[src/rtl/futurefpga_cfg_pkg.sv]
// Shared definitions for the slice-array configuration loader.
// Holds the CFG word width, stream magic byte, bytes per slice and FSM state type.
// No ports; imported by the interface, the frame assembler and the loader top.
package futurefpga_cfg_pkg;

  localparam int         CFG_W           = 20;
  localparam logic [7:0] CFG_MAGIC       = 8'hA5;
  localparam int         BYTES_PER_SLICE = 3;

  typedef enum logic [2:0] {
    IDLE,
    HDR,
    LOAD,
    CHECK,
    RELEASE,
    DONE,
    ERR
  } cfg_state_t;

endpackage

[src/rtl/futurefpga_cfg_loader_if.sv]
// Bitstream handshake plus configuration/status outputs of the loader.
// master: bitstream source (drives START, IN_DATA, IN_VALID; observes the rest).
// slave: the loader (accepts bytes, drives IN_READY, CFG_BUS and status flags).
interface futurefpga_cfg_loader_if
  import futurefpga_cfg_pkg::*;
#(
  parameter int NUM_SLICES = 16
);
  logic                        START;
  logic [7:0]                  IN_DATA;
  logic                        IN_VALID;
  logic                        IN_READY;
  logic [CFG_W*NUM_SLICES-1:0] CFG_BUS;
  logic                        FABRIC_RST;
  logic                        CFG_DONE;
  logic                        CFG_ERR;

  modport master (
    output START, IN_DATA, IN_VALID,
    input  IN_READY, CFG_BUS, FABRIC_RST, CFG_DONE, CFG_ERR
  );

  modport slave (
    input  START, IN_DATA, IN_VALID,
    output IN_READY, CFG_BUS, FABRIC_RST, CFG_DONE, CFG_ERR
  );
endinterface

[src/rtl/futurefpga_cfg_frame_asm.sv]
// Assembles three accepted payload bytes into one 20-bit CFG word.
// Ports: clk_i/rst_i, clr_i (restart framing), byte_vld_i/byte_dat_i (accepted byte),
//        word_valid_o/word_o (complete word, same cycle as byte2), pad_err_o (byte2 upper nibble set).
module futurefpga_cfg_frame_asm
  import futurefpga_cfg_pkg::*;
(
  input  logic             clk_i,
  input  logic             rst_i,
  input  logic             clr_i,
  input  logic             byte_vld_i,
  input  logic [7:0]       byte_dat_i,
  output logic             word_valid_o,
  output logic [CFG_W-1:0] word_o,
  output logic             pad_err_o
);

  logic [1:0]  byte_cnt_q, byte_cnt_d;
  logic [15:0] low_q, low_d;
  logic        last_byte;

  assign last_byte = (byte_cnt_q == 2'(BYTES_PER_SLICE - 1));

  always_comb begin
    byte_cnt_d = byte_cnt_q;
    low_d      = low_q;
    if (clr_i) begin
      byte_cnt_d = 2'd0;
      low_d      = 16'h0;
    end else if (byte_vld_i) begin
      byte_cnt_d = last_byte ? 2'd0 : byte_cnt_q + 2'd1;
      if (byte_cnt_q == 2'd0) low_d[7:0]  = byte_dat_i;
      if (byte_cnt_q == 2'd1) low_d[15:8] = byte_dat_i;
    end
  end

  always_ff @(posedge clk_i or posedge rst_i) begin
    if (rst_i) begin
      byte_cnt_q <= 2'd0;
      low_q      <= 16'h0;
    end else begin
      byte_cnt_q <= byte_cnt_d;
      low_q      <= low_d;
    end
  end

  // The third byte completes the word combinationally so the loader can
  // store it on the same edge that accepts it.
  assign pad_err_o    = byte_vld_i & last_byte & (byte_dat_i[7:4] != 4'h0);
  assign word_valid_o = byte_vld_i & last_byte & ~pad_err_o;
  assign word_o       = {byte_dat_i[3:0], low_q};

endmodule

[src/rtl/futurefpga_cfg_loader.sv]
// Loads and checks a byte-wide bitstream, commits all slice CFG words atomically,
// and holds the fabric in reset from load start until the new config is stable.
// Ports: CLK/RST, bus (slave): START, IN_DATA/IN_VALID/IN_READY, CFG_BUS, FABRIC_RST, CFG_DONE, CFG_ERR.
module futurefpga_cfg_loader
  import futurefpga_cfg_pkg::*;
#(
  parameter int NUM_SLICES = 16
)
(
  input logic                    CLK,
  input logic                    RST,
  futurefpga_cfg_loader_if.slave bus
);

  localparam int             SW         = (NUM_SLICES > 1) ? $clog2(NUM_SLICES) : 1;
  localparam int             BUS_W      = CFG_W * NUM_SLICES;
  localparam logic [SW-1:0]  LAST_SLICE = SW'(NUM_SLICES - 1);

  cfg_state_t       state_q, state_d;
  logic [SW-1:0]    slice_q, slice_d;
  logic [7:0]       xor_q, xor_d;
  logic [BUS_W-1:0] shadow_q, shadow_d;
  logic [BUS_W-1:0] cfg_bus_q, cfg_bus_d;
  logic             fabric_rst_q, fabric_rst_d;
  logic             cfg_done_q, cfg_done_d;
  logic             cfg_err_q, cfg_err_d;

  logic             in_ready;
  logic             xfer;
  logic             enter_hdr;
  logic             asm_vld;
  logic             word_valid;
  logic             pad_err;
  logic [CFG_W-1:0] word;

  assign in_ready  = (state_q == HDR) || (state_q == LOAD) || (state_q == CHECK);
  assign xfer      = bus.IN_VALID & in_ready;
  assign enter_hdr = (state_d == HDR) && (state_q != HDR);
  assign asm_vld   = xfer && (state_q == LOAD);

  futurefpga_cfg_frame_asm u_frame_asm (
    .clk_i        (CLK),
    .rst_i        (RST),
    .clr_i        (enter_hdr),
    .byte_vld_i   (asm_vld),
    .byte_dat_i   (bus.IN_DATA),
    .word_valid_o (word_valid),
    .word_o       (word),
    .pad_err_o    (pad_err)
  );

  // State register
  always_ff @(posedge CLK or posedge RST) begin
    if (RST) state_q <= IDLE;
    else     state_q <= state_d;
  end

  // Next-state logic
  always_comb begin
    state_d = state_q;
    case (state_q)
      IDLE:    if (bus.START) state_d = HDR;
      HDR:     if (xfer) state_d = (bus.IN_DATA == CFG_MAGIC) ? LOAD : ERR;
      LOAD: begin
        if (pad_err)                                 state_d = ERR;
        else if (word_valid && slice_q == LAST_SLICE) state_d = CHECK;
      end
      CHECK:   if (xfer) state_d = (bus.IN_DATA == xor_q) ? RELEASE : ERR;
      RELEASE: state_d = DONE;
      DONE:    if (bus.START) state_d = HDR;
      ERR:     if (bus.START) state_d = HDR;
      default: state_d = IDLE;
    endcase
  end

  // Output logic: status flags are registered from the next state so they
  // change on the same edge as the state they describe.
  always_comb begin
    fabric_rst_d = (state_d != DONE);
    cfg_done_d   = (state_d == DONE);
    cfg_err_d    = (state_d == ERR);
  end

  // Datapath: slice counter, running XOR, shadow and commit.
  always_comb begin
    slice_d   = slice_q;
    xor_d     = xor_q;
    shadow_d  = shadow_q;
    cfg_bus_d = cfg_bus_q;
    if (enter_hdr) begin
      slice_d = '0;
      xor_d   = 8'h0;
    end else if (asm_vld) begin
      xor_d = xor_q ^ bus.IN_DATA;
      if (word_valid) begin
        shadow_d[slice_q*CFG_W +: CFG_W] = word;
        slice_d = slice_q + 1'b1;
      end
    end else if (xfer && state_q == CHECK && bus.IN_DATA == xor_q) begin
      // Commit on the checksum edge; release follows one cycle later.
      cfg_bus_d = shadow_q;
    end
  end

  always_ff @(posedge CLK or posedge RST) begin
    if (RST) begin
      slice_q      <= '0;
      xor_q        <= 8'h0;
      shadow_q     <= '0;
      cfg_bus_q    <= '0;
      fabric_rst_q <= 1'b1;
      cfg_done_q   <= 1'b0;
      cfg_err_q    <= 1'b0;
    end else begin
      slice_q      <= slice_d;
      xor_q        <= xor_d;
      shadow_q     <= shadow_d;
      cfg_bus_q    <= cfg_bus_d;
      fabric_rst_q <= fabric_rst_d;
      cfg_done_q   <= cfg_done_d;
      cfg_err_q    <= cfg_err_d;
    end
  end

  assign bus.IN_READY   = in_ready;
  assign bus.CFG_BUS    = cfg_bus_q;
  assign bus.FABRIC_RST = fabric_rst_q;
  assign bus.CFG_DONE   = cfg_done_q;
  assign bus.CFG_ERR    = cfg_err_q;

endmodule

[src/flat_wrapper.sv]
// flat-port wrapper written by rule: the top's interface ports become plain ports
module futurefpga_cfg_loader_flat import futurefpga_cfg_pkg::*;
#(
  parameter int NUM_SLICES = 16
)
  (CLK, RST, bus_START, bus_IN_DATA, bus_IN_VALID, bus_IN_READY, bus_CFG_BUS, bus_FABRIC_RST, bus_CFG_DONE, bus_CFG_ERR);
  futurefpga_cfg_loader_if #(.NUM_SLICES(NUM_SLICES)) bus_i ();
  input logic CLK;
  input logic RST;
  input wire logic [$bits(bus_i.START)-1:0] bus_START;
  input wire logic [$bits(bus_i.IN_DATA)-1:0] bus_IN_DATA;
  input wire logic [$bits(bus_i.IN_VALID)-1:0] bus_IN_VALID;
  output wire logic [$bits(bus_i.IN_READY)-1:0] bus_IN_READY;
  output wire logic [$bits(bus_i.CFG_BUS)-1:0] bus_CFG_BUS;
  output wire logic [$bits(bus_i.FABRIC_RST)-1:0] bus_FABRIC_RST;
  output wire logic [$bits(bus_i.CFG_DONE)-1:0] bus_CFG_DONE;
  output wire logic [$bits(bus_i.CFG_ERR)-1:0] bus_CFG_ERR;
  assign bus_i.START = bus_START;
  assign bus_i.IN_DATA = bus_IN_DATA;
  assign bus_i.IN_VALID = bus_IN_VALID;
  assign bus_IN_READY = bus_i.IN_READY;
  assign bus_CFG_BUS = bus_i.CFG_BUS;
  assign bus_FABRIC_RST = bus_i.FABRIC_RST;
  assign bus_CFG_DONE = bus_i.CFG_DONE;
  assign bus_CFG_ERR = bus_i.CFG_ERR;
  futurefpga_cfg_loader #(.NUM_SLICES(NUM_SLICES)) u_core (.CLK(CLK), .RST(RST), .bus(bus_i));
endmodule
[config.mk]
export PLATFORM = sky130hd
export DESIGN_NAME = futurefpga_cfg_loader_flat
export DESIGN_NICKNAME = d
export VERILOG_FILES = /design/src/rtl/futurefpga_cfg_pkg.sv /design/src/rtl/futurefpga_cfg_loader_if.sv /design/src/rtl/futurefpga_cfg_frame_asm.sv /design/src/rtl/futurefpga_cfg_loader.sv /design/src/flat_wrapper.sv
export SDC_FILE = /design/constraint.sdc
export NUM_CORES = 1
export LEC_CHECK = 0
export ABC_AREA = 1
export BUFFER_PORTS_ARGS = -buffer_cell sky130_fd_sc_hd__buf_2
export CORE_UTILIZATION = 59
export CTS_BUF_LIST = sky130_fd_sc_hd__clkbuf_4 sky130_fd_sc_hd__clkbuf_8 sky130_fd_sc_hd__clkbuf_16
export DETAILED_ROUTE_END_ITERATION = 10
export PLACE_DENSITY = 0.89
export SLEW_MARGIN = 20
export SYNTH_ARGS = -nofsm -noshare
export SYNTH_HDL_FRONTEND = slang
export SYNTH_SLANG_ARGS = --single-unit
[constraint.sdc]
create_clock -name CLK -period 42.5 [get_ports CLK]
set_input_delay 8.5 -clock CLK [delete_from_list [all_inputs] [get_ports CLK]]
set_output_delay 8.5 -clock CLK [all_outputs]
set_load 0.05 [all_outputs]
==> impl_metrics.ini, run 1 <==
[detailed_routing]
drt_iter0_drc = 3502
drc = 0
wire_per_inst_microns = 22.5
dr.pass1.iters = 10
vias = 24883
routed_wl_microns = 92500
vias_per_cell = 6.06
drtAntennaViolNets = 0

[yosys]
synth-seq-cells = 676
avgSynthCellArea_sq_um = 9.66
ys_seq_area_share_pct = 56.5
ys_warn_count = 0
synth_cells = 3097
synth_edf_count = 0
ys.flop_type = dfrtp_1
netlist_area_sq_um = 29900
syn_nets = 3117
synth.distinct_cells = 47
synthArstFlopShare_pct = 100

[placed_design]
place_congestion = 0.992
place_hpwl_microns = 62000
portBuffers = 335
dpl_worst_slack_ns = 30.28
post_dp_cell_area_sq_um = 32000

[critical_path]
worstPathArrival_ns = 11.99
cp-end-kind = flop
critPathKind = input port to flop
crit_path_max_fanout = 91
rrSetupSlack_ns = 37.08
critPathRequiredTime_ns = 42.98
crit_path_start_kind = input port

[finish]
stdcell_area_sq_um = 34400
final_common_cell = nand2_1
fill_cells = 3490
nets = 3403
drive_above_1_share_pct = 24.5
layout_common_cells = nand2_1, dfrtp_1, buf_2
syn_to_final_growth_pct = 15.0

[clocking]
clk_latency_ns = 0.62
htreeDepth = 3
cts_resized = 0
clk_path_buf_depth = 3
cts.sinks = 676
cts_tree = yes
post_cts_buffers = 0
clk_pin_slew_ns = 0.06
root_buffer = clkbuf_16
numCtsBuffers = 69
cts_hold_buf = 0

[grt]
overflow = 0
grt_antenna_before_repair = 1
grt_max_degree = 183
grt_pass1_vias = 23845
grt_pass1_wl_microns = 138000
gr-usage-all-layers_pct = 35.5

[timing]
period_share_pct = 27.1
maxSlewViolCount = 0
worst_pin_slew_ns = 1.17
max_freq_ghz = 0.0869
setup_viol = 0
min_period_ns = 11.51
setup_tns_ns = 0
finClkSkew_ns = 0.0303
slew_headroom_pct = 21.2
finalHoldViolCount = 0
timing.final.ws_setup_ns = 30.99
rsz0062_at_grt = no

[power]
power.total_mw = 1.42
p_leak_nw = 18.3
power_density_nw_per_um2 = 41.1
max-vdd-ir-drop_mv = 0.0696

[die]
start_util_pct = 59.8
die_y_microns = 227
row_count = 82
die_area_sq_um = 51600
core_region_area_sq_um = 50100
fp.dieW_microns = 227
io_pins = 336

[flow_run]
cap_violations = 0

[outcome]
status = finished, final reports clean

[hold_path]
hold_path.class = flop to flop
cell families (layout without fill, tap and decap cells):
logic type,count (synthesis),after routing,synth area share (%)
simple gates,1437,1437,21.9
flops,676,676,56.5
compound gates,367,367,6.35
buf+inv,332,669,4.57
mux,268,268,10.1
xor+xnor,9,9,0.263
fa+ha+maj,8,8,0.359
other cells,0,1,0
flip-flops by register name (all words and copies together) (netlist names):
register,cells
u_core.shadow_q,320
u_core.bus.CFG_ERR,1
u_core.bus.FABRIC_RST,1
u_core.state_q,3
u_core.slice_q,4
u_core.bus.CFG_BUS,320
u_core.xor_q,8
u_core.u_frame_asm.byte_cnt_q,2
u_core.bus.CFG_DONE,1
u_core.u_frame_asm.low_q,16
cell usage after synthesis, types with 2 or more instances:
cell | instances | area [sq um]
nand2_1 | 847 | 3180
dfrtp_1 | 675 | 16900
mux2_2 | 268 | 3020
o21ai_0 | 250 | 1250
nand3_1 | 241 | 1210
nor2_1 | 180 | 676
inv_1 | 174 | 653
nand4_1 | 73 | 457
o21ai_1 | 71 | 355
buf_2 | 66 | 330
clkbuf_1 | 47 | 176
buf_1 | 24 | 90.1
a21oi_1 | 21 | 105
nand3_2 | 16 | 160
nor3_1 | 13 | 65.1
nand4_4 | 12 | 255
o211ai_1 | 12 | 90.1
inv_2 | 11 | 41.3
nor2_2 | 11 | 68.8
ha_1 | 7 | 87.6
nand2_2 | 7 | 43.8
nand4_2 | 6 | 75.1
xor2_1 | 6 | 52.6
nand3b_1 | 5 | 37.5
nor2_4 | 5 | 56.3
a21boi_0 | 4 | 30.0
buf_4 | 4 | 30.0
nand3_4 | 4 | 70.1
nor2_8 | 4 | 80.1
nor3_2 | 4 | 40.0
o21a_1 | 4 | 30.0
buf_6 | 3 | 33.8
nand2_4 | 3 | 33.8
nor4_1 | 3 | 18.8
xnor2_1 | 3 | 26.3
clkinv_1 | 2 | 7.51
worst paths after layout:
kind / startpoint / end / depth (start not counted)
min in group asynchronous: RST / u_core.bus.CFG_BUS[218] / 2
max in group asynchronous: RST / u_core.bus.FABRIC_RST / 6
max: bus_IN_DATA[2] / u_core.bus.CFG_BUS[233] / 7
min: u_core.shadow_q[17] / u_core.shadow_q[17] / 2
max reg2reg: u_core.slice_q[3] / u_core.shadow_q[161] / 16
min reg2reg: u_core.shadow_q[17] / u_core.shadow_q[17] / 2
stage by stage:
stage / hold slack, ns / std cells / utilization (%)
after CTS: 0.478 / 4104 / 68.6
after detailed placement: 0.455 / 3982 / 63.9
after floorplan: 0.438 / 3097 / -
after global routing: 0.494 / 4106 / 68.8
final: 0.473 / 4107 / 68.8
after global placement: 0.455 / 3982 / 63.9
critical path, stage by stage:
cell and delay [ns]:
buf_2 0.16, xor2_1 0.27, nor4_1 0.14, nand3_4 0.54, buf_4 0.89, buf_4 0.86, mux2_2 0.47
area by class of cell:
type	instances	area, sq um	share of cell area [%]
sequential	676	16900	49.1
antenna	1	2.50	0.00727
timing repair buffer	359	1910	5.56
clock inverter	25	325	0.945
clock buffer	97	2030	5.89
tap	672	841	2.44
multi-input combinational	2089	11700	33.9
inverter	188	717	2.08
layer usage:
| metal | vias up | wire [microns] | track usage [%] |
|---|---|---|---|
| met3 | 357 | 7990 | 6.93 |
| li1 | 10854 | - | - |
| met5 | - | 0 | 0 |
| met4 | 0 | 6520 | 23.6 |
| met1 | 12111 | 34100 | 44.3 |
| met2 | 1561 | 43900 | 56.5 |
power breakdown:
part / switching (mW) / internal (mW)
Sequential: 0.0118 / 0.657
Clock: 0.258 / 0.372
Combinational: 0.0918 / 0.0254
Total: 0.362 / 1.05
No activity file was read; power rests on OpenSTA's default activity.
==> run 2: changes to the inputs <==
--- a/config.mk
+++ b/config.mk
@@ -5,7 +5,7 @@
 export SDC_FILE = /design/constraint.sdc
 export NUM_CORES = 1
 export LEC_CHECK = 0
-export ABC_AREA = 1
+export ABC_AREA = 0
 export BUFFER_PORTS_ARGS = -buffer_cell sky130_fd_sc_hd__buf_2
 export CORE_UTILIZATION = 59
 export CTS_BUF_LIST = sky130_fd_sc_hd__clkbuf_4 sky130_fd_sc_hd__clkbuf_8 sky130_fd_sc_hd__clkbuf_16
==> constraint.sdc (replaced) <==
create_clock -name CLK -period 10.9 [get_ports CLK]
set_input_delay 2.18 -clock CLK [delete_from_list [all_inputs] [get_ports CLK]]
set_output_delay 2.18 -clock CLK [all_outputs]
set_load 0.05 [all_outputs]
==> impl_metrics.ini, run 2 <==
[grt]
overflow = 0
grt_pass1_vias = 20776
grt_max_degree = 211
gr-usage-all-layers_pct = 34.1
grt_antenna_before_repair = 0
grt_pass1_wl_microns = 129000

[timing]
period_share_pct = 54.4
whs_ns = 0.496
min_period_ns = 5.93
slew_headroom_pct = 29.2
finalHoldViolCount = 0
worst_pin_slew_ns = 1.03
rsz0062_at_grt = no
max_freq_ghz = 0.169
maxSlewViolCount = 0
finClkSkew_ns = 0.0149
setup_viol = 0

[power]
power.total_mw = 5.84
max-vdd-ir-drop_mv = 0.129
combPwrFrac_pct = 11.4
intPower_mw = 4.29
power_frac_seq_pct = 45.3
pwr-share-clk_pct = 43.3
power_density_nw_per_um2 = 172
p_sw_mw = 1.55
p_leak_nw = 17.6
swShare_pct = 26.6

[critical_path]
critPathKind = flop to flop
cp-end-kind = flop
r2r_cells = 12
r2r-start = u_core.slice_q[1]
cpPeakStageDelay_ns = 0.82
cpMostUsedCell = ha_1
cpMaxStageDelayCell = nor2_1
rrSetupSlack_ns = 4.97
crit_path_max_fanout = 17
cpLargestDelayFamily = simple AND/OR/NAND/NOR gates
reg2reg_to = u_core.shadow_q[84]
critPathRequiredTime_ns = 11.39
cp.buffers_inverters = 1
worstPathArrival_ns = 6.42
path_cells = ha_1 > ha_1 > fa_1 > or4b_4 > nor2_1 > ha_1 > inv_1 > nor4_1 > o221ai_1 > nor2_1 > nand2_1 > mux2_2
crit_path_start_kind = flop

[yosys]
synth_compound_area_share_pct = 6.51
synth.distinct_cells = 77
synth_edf_count = 0
synth_cells = 2212
synth_adder_area_share_pct = 0.370
synth_most_common_cell = dfrtp_1
synthXorXnorAreaFrac_pct = 0.784
yosysTopAreaCell = dfrtp_1
netlist_area_sq_um = 29100
ys.flop_type = dfrtp_1
ys_seq_area_share_pct = 58.2
synth_top_family_by_area = multiplexers
synthArstFlopShare_pct = 100
yosys.area.top_type_share_pct = 58.1
ys_warn_count = 0
synthMuxAreaShare_pct = 25.0
synth-seq-cells = 676
synth_area_leaders = dfrtp_1, mux2_2, nor2_1
post_synth_and_or_nand_nor_area_fraction_pct = 7.14
syn_nets = 2232
synth_top_cells_by_count = dfrtp_1, mux2_2, nor2_1
avgSynthCellArea_sq_um = 13.1

[hold_path]
worstHoldStart = u_core.shadow_q[0]
hold_path.class = flop to flop
holdPathStages = 2
min_to = u_core.shadow_q[0]

[detailed_routing]
wire_per_inst_microns = 26.1
vias = 20428
drtAntennaViolNets = 0
met1Wirelength_microns = 34800
drc = 0
met2WireLength_microns = 40200
drt_iter0_drc = 1948
wl_met3_microns = 6280
dr.pass1.iters = 6
highest_layer = met4
vias_per_cell = 6.29
routed_wl_microns = 84800

[die]
io_pins = 336
die_y_microns = 224
start_util_pct = 60.4
core_region_area_sq_um = 48100
fp.dieW_microns = 224
row_count = 80
die_area_sq_um = 50100

[clocking]
cts.sinks = 676
clk_latency_ns = 0.60
cts_tree = yes
htreeDepth = 3
numCtsBuffers = 69
cts_hold_buf = 0
cts_resized = 0
root_buffer = clkbuf_16
clk_path_buf_depth = 3
clk_pin_slew_ns = 0.06
post_cts_buffers = 0

[finish]
final_common_cell = dfrtp_1
syn_to_final_growth_pct = 16.7
layout_common_cells = dfrtp_1, mux2_2, buf_2
nets = 2563
n_antenna_cell = 0
drive_above_1_share_pct = 44.9

[placed_design]
place_congestion = 0.986
portBuffers = 335
place_hpwl_microns = 59200

[outcome]
status = finished, final reports clean

[flow_run]
cap_violations = 0
run 2: changes by cell type after synthesis, sizes merged, moves of 41 or more:
| cell | change |
|---|---|
| nand3 | -212 |
| nand2 | -735 |
| nand4 | -78 |
| inv | -163 |
| o21ai | -286 |
| o22ai | +75 |
| buf | -41 |
| mux2 | +348 |
run 2: area by class of cell:
type | instances | area [sq um]
Clock buffer | 97 | 2090
Fill cell | 3045 | 14200
Inverter | 22 | 86.3
Timing Repair Buffer | 372 | 2020
Clock inverter | 25 | 372
Multi-Input combinational cell | 1402 | 11600
Tap cell | 656 | 821
Sequential cell | 676 | 16900
run 2: worst max-delay path by stage:
stage | cells after the start | from | slack (ns) | endpoint
3_5_place_dp | 12 | u_core.slice_q[1] | 5.06 | u_core.shadow_q[122]
2_1_floorplan | 1 | RST | -0.53 | u_core.bus.CFG_BUS[0]
6_report | 12 | u_core.slice_q[1] | 4.97 | u_core.shadow_q[84]
5_1_grt | 12 | u_core.slice_q[1] | 4.67 | u_core.shadow_q[122]
4_1_cts | 12 | u_core.slice_q[1] | 5.03 | u_core.shadow_q[122]
3_3_place_gp | 12 | u_core.slice_q[1] | 5.24 | u_core.shadow_q[123]
run 2: through the flow:
| step | worst slack [ns] | instances | util (%) | TNS (ns) | cell area (sq um) |
|---|---|---|---|---|---|
| global route | 4.67 | 3250 | 70.5 | 0 | 33900 |
| floorplan | -0.525 | 2212 | - | -354.69 | 29100 |
| detailed placement | 5.06 | 3126 | 65.2 | 0 | 31400 |
| CTS | 5.03 | 3248 | 70.3 | 0 | 33900 |
| finish | 4.97 | 3250 | 70.5 | 0 | 33900 |
| global placement | 5.24 | 3126 | 65.2 | 0 | 31400 |
run 2: cells by family (layout without fill, tap and decap cells):
kind of cell / Yosys count / count (layout)
xor+xnor: 26 / 26
mux: 648 / 648
flops: 676 / 676
buf+inv: 134 / 516
compound gates: 272 / 272
fa+ha+maj: 8 / 8
simple gates: 448 / 448
run 2: worst register-to-register path: stages, from the launching register on:
cell and delay [ns]:
dfrtp_1 0.68, ha_1 0.33, ha_1 0.22, fa_1 0.73, or4b_4 0.66, nor2_1 0.14
ha_1 0.44, inv_1 0.21, nor4_1 0.44, o221ai_1 0.46, nor2_1 0.82, nand2_1 0.33
mux2_2 0.36
run 2: routing by layer:
| layer | global-route usage (%) | up-vias |
|---|---|---|
| met1 | 46.7 | 10579 |
| met2 | 53.9 | 1007 |
| met5 | 0 | - |
| met4 | 15.3 | 0 |
| li1 | - | 8648 |
| met3 | 5.77 | 194 |
run 2: power groups by stage:
stage,combinational [mW],clock [mW],sequential (mW)
2_1_floorplan,0.415,0,2.69
6_report,0.665,2.53,2.65
3_3_place_gp,0.624,0,2.69
3_5_place_dp,0.642,0,2.69
5_1_grt,0.703,2.65,2.65
4_1_cts,0.648,2.55,2.64
